<file path="src/rtl/fpga_soc_reset_sequencer.sv">
// Board-level SoC reset sequencer: lock wait, button debounce, reset hold, strap capture, exit LEDs.
// Optional watchdog enabled by defining FPGA_RST_WDT_EN.
module fpga_soc_reset_sequencer #(
  parameter int unsigned DEBOUNCE_CYCLES = 1000000,
  parameter int unsigned HOLD_CYCLES     = 64,
  parameter int unsigned WDT_CYCLES      = 2**26
) (
  input  logic       clk_i,
  input  logic       rst_i,
  input  logic       locked_i,
  input  logic       btn_i,
  input  logic       boot_select_i,
  input  logic       execute_from_flash_i,
  input  logic       exit_valid_i,
  input  logic       exit_value_i,
  input  logic       heartbeat_i,
  output logic       soc_rst_no,
  output logic       boot_select_o,
  output logic       execute_from_flash_o,
  output logic       run_led_o,
  output logic       exit_valid_led_o,
  output logic       exit_value_led_o,
  output logic [2:0] state_o,
  output logic [7:0] reset_count_o
);

  localparam int unsigned DbW   = $clog2(DEBOUNCE_CYCLES);
  localparam int unsigned HoldW = $clog2(HOLD_CYCLES);

  typedef enum logic [2:0] {
    StWaitLock = 3'd0,
    StHold     = 3'd1,
    StRun      = 3'd2,
    StExited   = 3'd3
  } state_e;

  state_e           state_q, state_d;
  logic [1:0]       lock_sync_q, btn_sync_q, boot_sync_q, xff_sync_q;
  logic [1:0]       warm_q;
  logic             btn_db_q, armed_q, btn_press_q;
  logic [DbW-1:0]   db_cnt_q;
  logic [HoldW-1:0] hold_cnt_q;
  logic             exit_valid_q;
  logic             soc_rst_n_q, boot_q, xff_q, exit_value_q;
  logic [7:0]       reset_count_q;
  logic             lock_s, exit_rise, hold_last, enter_hold, hold_done, wdt_expire;

  assign lock_s    = lock_sync_q[1];
  assign exit_rise = exit_valid_i & ~exit_valid_q;
  assign hold_last = (state_q == StHold) && (hold_cnt_q == HoldW'(HOLD_CYCLES - 1));

  always_comb begin
    state_d = state_q;
    unique case (state_q)
      StWaitLock: if (lock_s) state_d = StHold;
      StHold: begin
        if (!lock_s)          state_d = StWaitLock;
        else if (btn_press_q) state_d = StHold;
        else if (hold_last)   state_d = StRun;
      end
      StRun: begin
        if (!lock_s)          state_d = StWaitLock;
        else if (btn_press_q) state_d = StHold;
        else if (wdt_expire)  state_d = StHold;
        else if (exit_rise)   state_d = StExited;
      end
      StExited: begin
        if (!lock_s)          state_d = StWaitLock;
        else if (btn_press_q) state_d = StHold;
      end
      default: state_d = StWaitLock;
    endcase
  end

  assign enter_hold = (state_d == StHold) && ((state_q != StHold) || btn_press_q);
  assign hold_done  = (state_q == StHold) && (state_d == StRun);

  always_ff @(posedge clk_i) begin
    if (rst_i) begin
      state_q       <= StWaitLock;
      lock_sync_q   <= '0;
      btn_sync_q    <= '0;
      boot_sync_q   <= '0;
      xff_sync_q    <= '0;
      warm_q        <= '0;
      btn_db_q      <= 1'b0;
      armed_q       <= 1'b0;
      btn_press_q   <= 1'b0;
      db_cnt_q      <= '0;
      hold_cnt_q    <= '0;
      exit_valid_q  <= 1'b0;
      soc_rst_n_q   <= 1'b0;
      boot_q        <= 1'b0;
      xff_q         <= 1'b0;
      exit_value_q  <= 1'b0;
      reset_count_q <= '0;
    end else begin
      state_q      <= state_d;
      lock_sync_q  <= {lock_sync_q[0], locked_i};
      btn_sync_q   <= {btn_sync_q[0], btn_i};
      boot_sync_q  <= {boot_sync_q[0], boot_select_i};
      xff_sync_q   <= {xff_sync_q[0], execute_from_flash_i};
      warm_q       <= {warm_q[0], 1'b1};
      exit_valid_q <= exit_valid_i;
      soc_rst_n_q  <= (state_d == StRun) || (state_d == StExited);

      btn_press_q <= 1'b0;
      if (btn_sync_q[1] != btn_db_q) begin
        if (db_cnt_q == DbW'(DEBOUNCE_CYCLES - 1)) begin
          btn_db_q    <= btn_sync_q[1];
          db_cnt_q    <= '0;
          btn_press_q <= btn_sync_q[1] & armed_q;
        end else begin
          db_cnt_q <= db_cnt_q + DbW'(1);
        end
      end else begin
        db_cnt_q <= '0;
      end
      // Presses only count once the button has been seen released after reset.
      if (warm_q[1] && !btn_db_q && !btn_sync_q[1]) armed_q <= 1'b1;

      if (enter_hold)             hold_cnt_q <= '0;
      else if (state_q == StHold) hold_cnt_q <= hold_cnt_q + HoldW'(1);
      else                        hold_cnt_q <= '0;

      if (hold_done) begin
        boot_q <= boot_sync_q[1];
        xff_q  <= xff_sync_q[1];
        if (reset_count_q != 8'hFF) reset_count_q <= reset_count_q + 8'd1;
      end

      if ((state_d == StHold) || (state_d == StWaitLock)) exit_value_q <= 1'b0;
      else if ((state_q == StRun) && (state_d == StExited)) exit_value_q <= exit_value_i;
    end
  end

`ifdef FPGA_RST_WDT_EN
  localparam int unsigned WdtW = (WDT_CYCLES > 1) ? $clog2(WDT_CYCLES) : 1;

  logic [2:0]      hb_sync_q;
  logic [WdtW-1:0] wdt_cnt_q;
  logic            hb_edge;

  assign hb_edge    = hb_sync_q[2] ^ hb_sync_q[1];
  assign wdt_expire = (state_q == StRun) && (wdt_cnt_q == WdtW'(WDT_CYCLES - 1));

  always_ff @(posedge clk_i) begin
    if (rst_i) begin
      hb_sync_q <= '0;
      wdt_cnt_q <= '0;
    end else begin
      hb_sync_q <= {hb_sync_q[1:0], heartbeat_i};
      if ((state_q != StRun) || hb_edge) wdt_cnt_q <= '0;
      else                               wdt_cnt_q <= wdt_cnt_q + WdtW'(1);
    end
  end
`else
  logic unused_wdt;
  assign wdt_expire = 1'b0;
  assign unused_wdt = heartbeat_i ^ (WDT_CYCLES == 0);
`endif

  assign soc_rst_no           = soc_rst_n_q;
  assign boot_select_o        = boot_q;
  assign execute_from_flash_o = xff_q;
  assign run_led_o            = (state_q == StRun) || (state_q == StExited);
  assign exit_valid_led_o     = (state_q == StExited);
  assign exit_value_led_o     = exit_value_q;
  assign state_o              = state_q;
  assign reset_count_o        = reset_count_q;

endmodule

</file>
<file path="config.mk">
export PLATFORM = sky130hd
export DESIGN_NAME = fpga_soc_reset_sequencer
export DESIGN_NICKNAME = d
export VERILOG_FILES = /design/src/rtl/fpga_soc_reset_sequencer.sv
export SDC_FILE = /design/constraint.sdc
export NUM_CORES = 1
export LEC_CHECK = 0
export CAP_MARGIN = 20
export CORE_ASPECT_RATIO = 0.8
export CORE_UTILIZATION = 35
export CTS_CLUSTER_SIZE = 14
export DETAILED_ROUTE_END_ITERATION = 10
export PLACE_DENSITY = 0.64
export SLEW_MARGIN = 20
export SYNTH_ARGS = -nofsm -noshare
export SYNTH_HDL_FRONTEND = slang
export SYNTH_SLANG_ARGS = --single-unit
export TNS_END_PERCENT = 30
</file>
<file path="constraint.sdc">
create_clock -name clk_i -period 4 [get_ports clk_i]
set_input_delay 0.8 -clock clk_i [delete_from_list [all_inputs] [get_ports clk_i]]
set_output_delay 0.8 -clock clk_i [all_outputs]
set_load 0.05 [all_outputs]
</file>
* Yosys cells after proc, flatten, opt, wreduce, memory -nomap -nowiden
Index checks and enable logic that the tools add are counted.
** Word-level totals
- Bits in registers :: 55
** Operators by class
- Add/subtract/negate cells :: 3
- Eq/ne operators :: 11
- Multiplexer cells :: 11
- Bitwise logic cells :: 6
- Reductions and logical operators :: 20
** Operators with widths (count)
- $mux W3 :: 9
- $add A20 B1 Y20 const B :: 1
- $eq A20 B20 Y1 const B :: 1
- $eq A3 B2 Y1 const B :: 4
- $pmux W3 S4 :: 1
- $reduce_or A3 Y1 :: 3
- $add A8 B1 Y8 const B :: 1
- $ne A8 B8 Y1 const B :: 1
- $add A6 B1 Y6 const B :: 1
- $eq A3 B1 Y1 const B :: 2
- $eq A6 B6 Y1 const B :: 1
- $logic_and A1 B1 Y1 :: 6
- $logic_not A3 Y1 :: 2
- $logic_or A1 B1 Y1 :: 4
- $not A1 Y1 :: 4
- $reduce_and A2 Y1 :: 2
- $ne A3 B1 Y1 const B :: 1
- $and A1 B1 Y1 :: 2
- $logic_not A1 Y1 :: 2
- $reduce_or A2 Y1 :: 1
- $mux W1 :: 1
- $ne A1 B1 Y1 :: 1

* Logic depth before layout (Yosys ltp)
- Depth after elaboration :: 9
- Gate-level depth with buffers :: 7
- Gate-level depth less buffers :: 5

* Worst setup path before layout
Ideal clock, no wire load.
- Kind :: register -> output
- From :: register state_q[1], in the netlist state_o[1]
- To :: output exit_valid_led_o
- Arrival time :: 2066 ps
- Data required time :: 3200 ps
- Path slack :: 1134 ps
- Stages on the path, launching flop included :: 3
- Buffers on the path :: 0
- Cells stage by stage :: dfxtp_1 -> nor2b_1 -> and2_1
** On the way
- Longest elaborated chain between the ends :: 1
** Ends and longest elaborated chain
- from (decl) :: line 37 : state_e state_q, state_d;
- from (signal assigned) :: line 80 : state_q <= StWaitLock;
- from (signal assigned) :: line 98 : state_q <= state_d;
- $eq A3 B2 Y1 :: line 167 : assign exit_valid_led_o = (state_q == StExited);
- to (decl) :: line 21 : output logic exit_valid_led_o,
No other way between the ends.

* Worst setup path after layout
Same ends and word-level chain as after synthesis.

==> flow_summary.ini <==
[worst_hold_path]
worstHoldStart = boot_sync_q[0]
hold_class = register to register

[clock_tree]
ctsResizeCount = 0
insertion_delay_ps = 310
clock_path_buffers = 2
cts_buffers = 5
cts.reportedPaths.clkPinSlew_ps = 100
cts-htree-levels = 2
post_cts_buffers = 0
cts_tree = yes
ctsHoldBuffers = 0
cts_sinks = 55
root_buffer = clkbuf_8

[finish]
multi_input_area_sq_mm = 0.00108
seqCellArea_sq_mm = 0.00110
fin_nets = 285
diodes = 0
drive_gt1_share_pct = 5.47
fill_cells = 607
area_growth_pct = 18.6

[power]
p_per_area_mw_per_mm2 = 338
seqPwrFrac_pct = 61.8
vdd_drop_max_uv = 155
p_sw_share_pct = 22.8
clockPowerShare_pct = 35.4
p_int_mw = 0.697
p_comb_share_pct = 2.8
power.leakage_nw = 0.850
power_switching_mw = 0.206

[synthesis]
yosysTopAreaCell = dfxtp_1
syn_avg_cell_area_sq_um = 9.13
yosysTopAreaCellShare_pct = 48.8
netlist_area_sq_mm = 0.00226
yosysSeqAreaShare_pct = 48.8
ys_warn_count = 0
yosysUniqueCellTypes = 34
ys_ff_latch = 55
synth_fp_nets = 259
synth.area.top_cells = dfxtp_1 (49%), nor2_1 (5.0%), xnor2_1 (4.7%), nor2b_1 (3.6%), or4_1 (3.3%)
synthCells = 247

[floorplan]
ios = 26
rows = 25
fp.dieArea_sq_mm = 0.00677
initial_core_util_pct = 37.2
core_area_sq_mm = 0.00607
die_y_um = 73.8
die_w_um = 91.8

[detailed_routing]
ant_nets = 0
num_vias = 1726
wl_per_cell_um = 11.3
post-route-drc-count = 0
drt_iter0_drc = 129
drt-pass1-iter-count = 4
wl_um = 4010
vias_per_cell = 4.86

[timing]
relSlewSlack_pct = 65.1
min_period_over_period_pct = 68.2
rsz0062_at_grt = false
layout_min_cycle_time_ps = 2730
drv_slew = 0
setup_viol_count_final = 0
finClkSkew_ps = 9.03
max_freq_mhz = 367
timing.hold.ws_ps = 445
setup_tns_ps = 0
report.final.hold_viol_count = 0
tightest_slew_ps = 523

[worst_setup_path]
crit_arrival_ps = 1930
startpoint = state_o[1]
cp_cell_sequence = nor2b_1 -> and2_1 -> clkdlybuf4s50_1
cp.required_ps = 3200
slowest_stage = clkdlybuf4s50_1
reg2reg_to = reset_count_o[5]
setup.worst_path.end = exit_valid_led_o
crit_type = register to output pin
ff2ff_path_depth = 4
max_stage_delay_ps = 790
crit_path_end_kind = output pin
crit_buf_inv = 1
timing.rr.start = lock_sync_q[1]
cp.depth = 3
cp_max_fo = 6
path_delay_family = buffers and inverters
critPathLaunchType = register
reg2reg_slack_ps = 1560

[global_routing]
grt_usage_pct = 12.7
grt_pass1_wl_um = 6840
grt_max_degree = 21
gr-total-overflow = 0
antenna_found_initial = 0
grt_pass1_vias = 1532

[flow_run]
cap_violations = 0

[placed_design]
gp_congestion = 0.759
io_buffers = 24
dp_hpwl_um = 2810

[outcome]
run_status = complete, no violations
==> synth_stat cells <==
| master | n |
|---|---|
| nor2b_1 | 13 |
| inv_1 | 10 |
| mux2i_1 | 4 |
| a21oi_1 | 14 |
| nor2_1 | 30 |
| xor2_1 | 5 |
| o21ai_0 | 5 |
| o41ai_1 | 2 |
| or3b_4 | 1 |
| nand2b_1 | 2 |
| buf_2 | 1 |
| nand4_1 | 3 |
| clkbuf_8 | 1 |
| or4_1 | 10 |
| nand4_2 | 2 |
| mux2_2 | 1 |
| and3_1 | 2 |
| o31ai_1 | 7 |
| clkbuf_1 | 6 |
| o211ai_1 | 1 |
| ha_1 | 3 |
| nand2_1 | 13 |
| o311ai_0 | 1 |
| or3_1 | 6 |
| dfxtp_1 | 55 |
| nor3_1 | 7 |
| nor4b_1 | 3 |
| nand4b_1 | 3 |
| nor3b_1 | 1 |
| and2_1 | 2 |
| conb_1 | 1 |
| nand3_1 | 12 |
| nor4_1 | 8 |
| xnor2_1 | 12 |
==> logic make-up (layout without fill, tap and decap cells) <==
family                   Yosys count  count (layout)  synth area share, %
AND/OR/NAND/NOR                  118             118                 29.0
flip-flops                        55              55                 48.8
AO/OA/AOI/OAI                     30              30                 8.04
buffers and inverters             18              45                 3.49
XOR/XNOR                          17              17                 6.60
multiplexers                       5               5                 2.27
adder cells (fa/ha/maj)            3               3                 1.66
other                              1               1                0.166
==> per-stage QoR <==
stage / util (%) / cell area (sq um) / worst slack (ps) / cells / power (mW)
floorplan: - / 2260 / 1130 / 247 / 0.584
global placement: 42.5 / 2580 / 1570 / 347 / 0.596
CTS: 44.1 / 2680 / 1250 / 355 / 0.919
detailed placement: 42.5 / 2580 / 1560 / 347 / 0.597
global route: 44.1 / 2680 / 1110 / 355 / 0.942
finish: 44.1 / 2680 / 1270 / 355 / 0.904
==> power groups by stage <==
stage,sequential [mW],combinational (mW),clock [mW]
floorplan,0.572,0.0125,0
global placement,0.570,0.0258,0
detailed placement,0.570,0.0263,0
CTS,0.558,0.0262,0.335
global route,0.559,0.0289,0.354
finish,0.558,0.0257,0.320
==> routing by layer <==
layer / vias up / track usage (%) / wire [um]
met5: - / 0 / 0
met4: 0 / 5.21 / 48
met3: 4 / 2.80 / 142
met2: 25 / 19.6 / 1720
met1: 772 / 17.4 / 2100
li1: 925 / - / -
==> sequential cells by signal, indices dropped and copies added, names as in the netlist <==
| name | count |
|---|---|
| db_cnt_q | 20 |
| reset_count_o | 8 |
| hold_cnt_q | 6 |
| state_o | 3 |
| boot_sync_q | 2 |
| btn_sync_q | 2 |
| lock_sync_q | 2 |
| warm_q | 2 |
| xff_sync_q | 2 |
| armed_q | 1 |
| boot_select_o | 1 |
| btn_db_q | 1 |
| btn_press_q | 1 |
| execute_from_flash_o | 1 |
| exit_valid_q | 1 |
| exit_value_led_o | 1 |
| soc_rst_no | 1 |
==> how the worst min path moves through the flow <==
stage / to / slack (ps) / depth (start not counted)
6_report: boot_sync_q[1] / 450 / 1
5_1_grt: xff_sync_q[1] / 460 / 1
4_1_cts: lock_sync_q[1] / 450 / 1
3_5_place_dp: lock_sync_q[1] / 420 / 1
3_3_place_gp: xff_sync_q[1] / 420 / 1
2_1_floorplan: boot_sync_q[1] / 410 / 1
==> cell type report <==
type | instances | share of cell area, %
inverter | 10 | 1.40
timing repair buffer | 27 | 9.82
clock buffer | 5 | 2.57
clock inverter | 3 | 1.03
tap | 81 | 3.79
multi-input combinational | 174 | 40.2
sequential | 55 | 41.2
==> layout by cell type, fill, tap and decap left out, types with 2 or more instances in the layout <==
cell type	count
dfxtp_1	55
nand4b_1	3
nor2_1	30
o31ai_1	7
ha_1	3
nand2_1	13
or4_1	10
nor4_1	8
a21oi_1	14
nor2b_1	13
nor4b_1	3
or3_1	6
clkbuf_8	5
and2_1	2
mux2i_1	4
nand3_1	12
o41ai_1	2
o21ai_0	5
nand4_2	2
nand2b_1	2
nand4_1	3
xor2_1	5
buf_4	3
clkdlybuf4s50_1	24
inv_1	10
xnor2_1	12
nor3_1	7
and3_1	2
No activity file was read; power rests on OpenSTA's default activity.
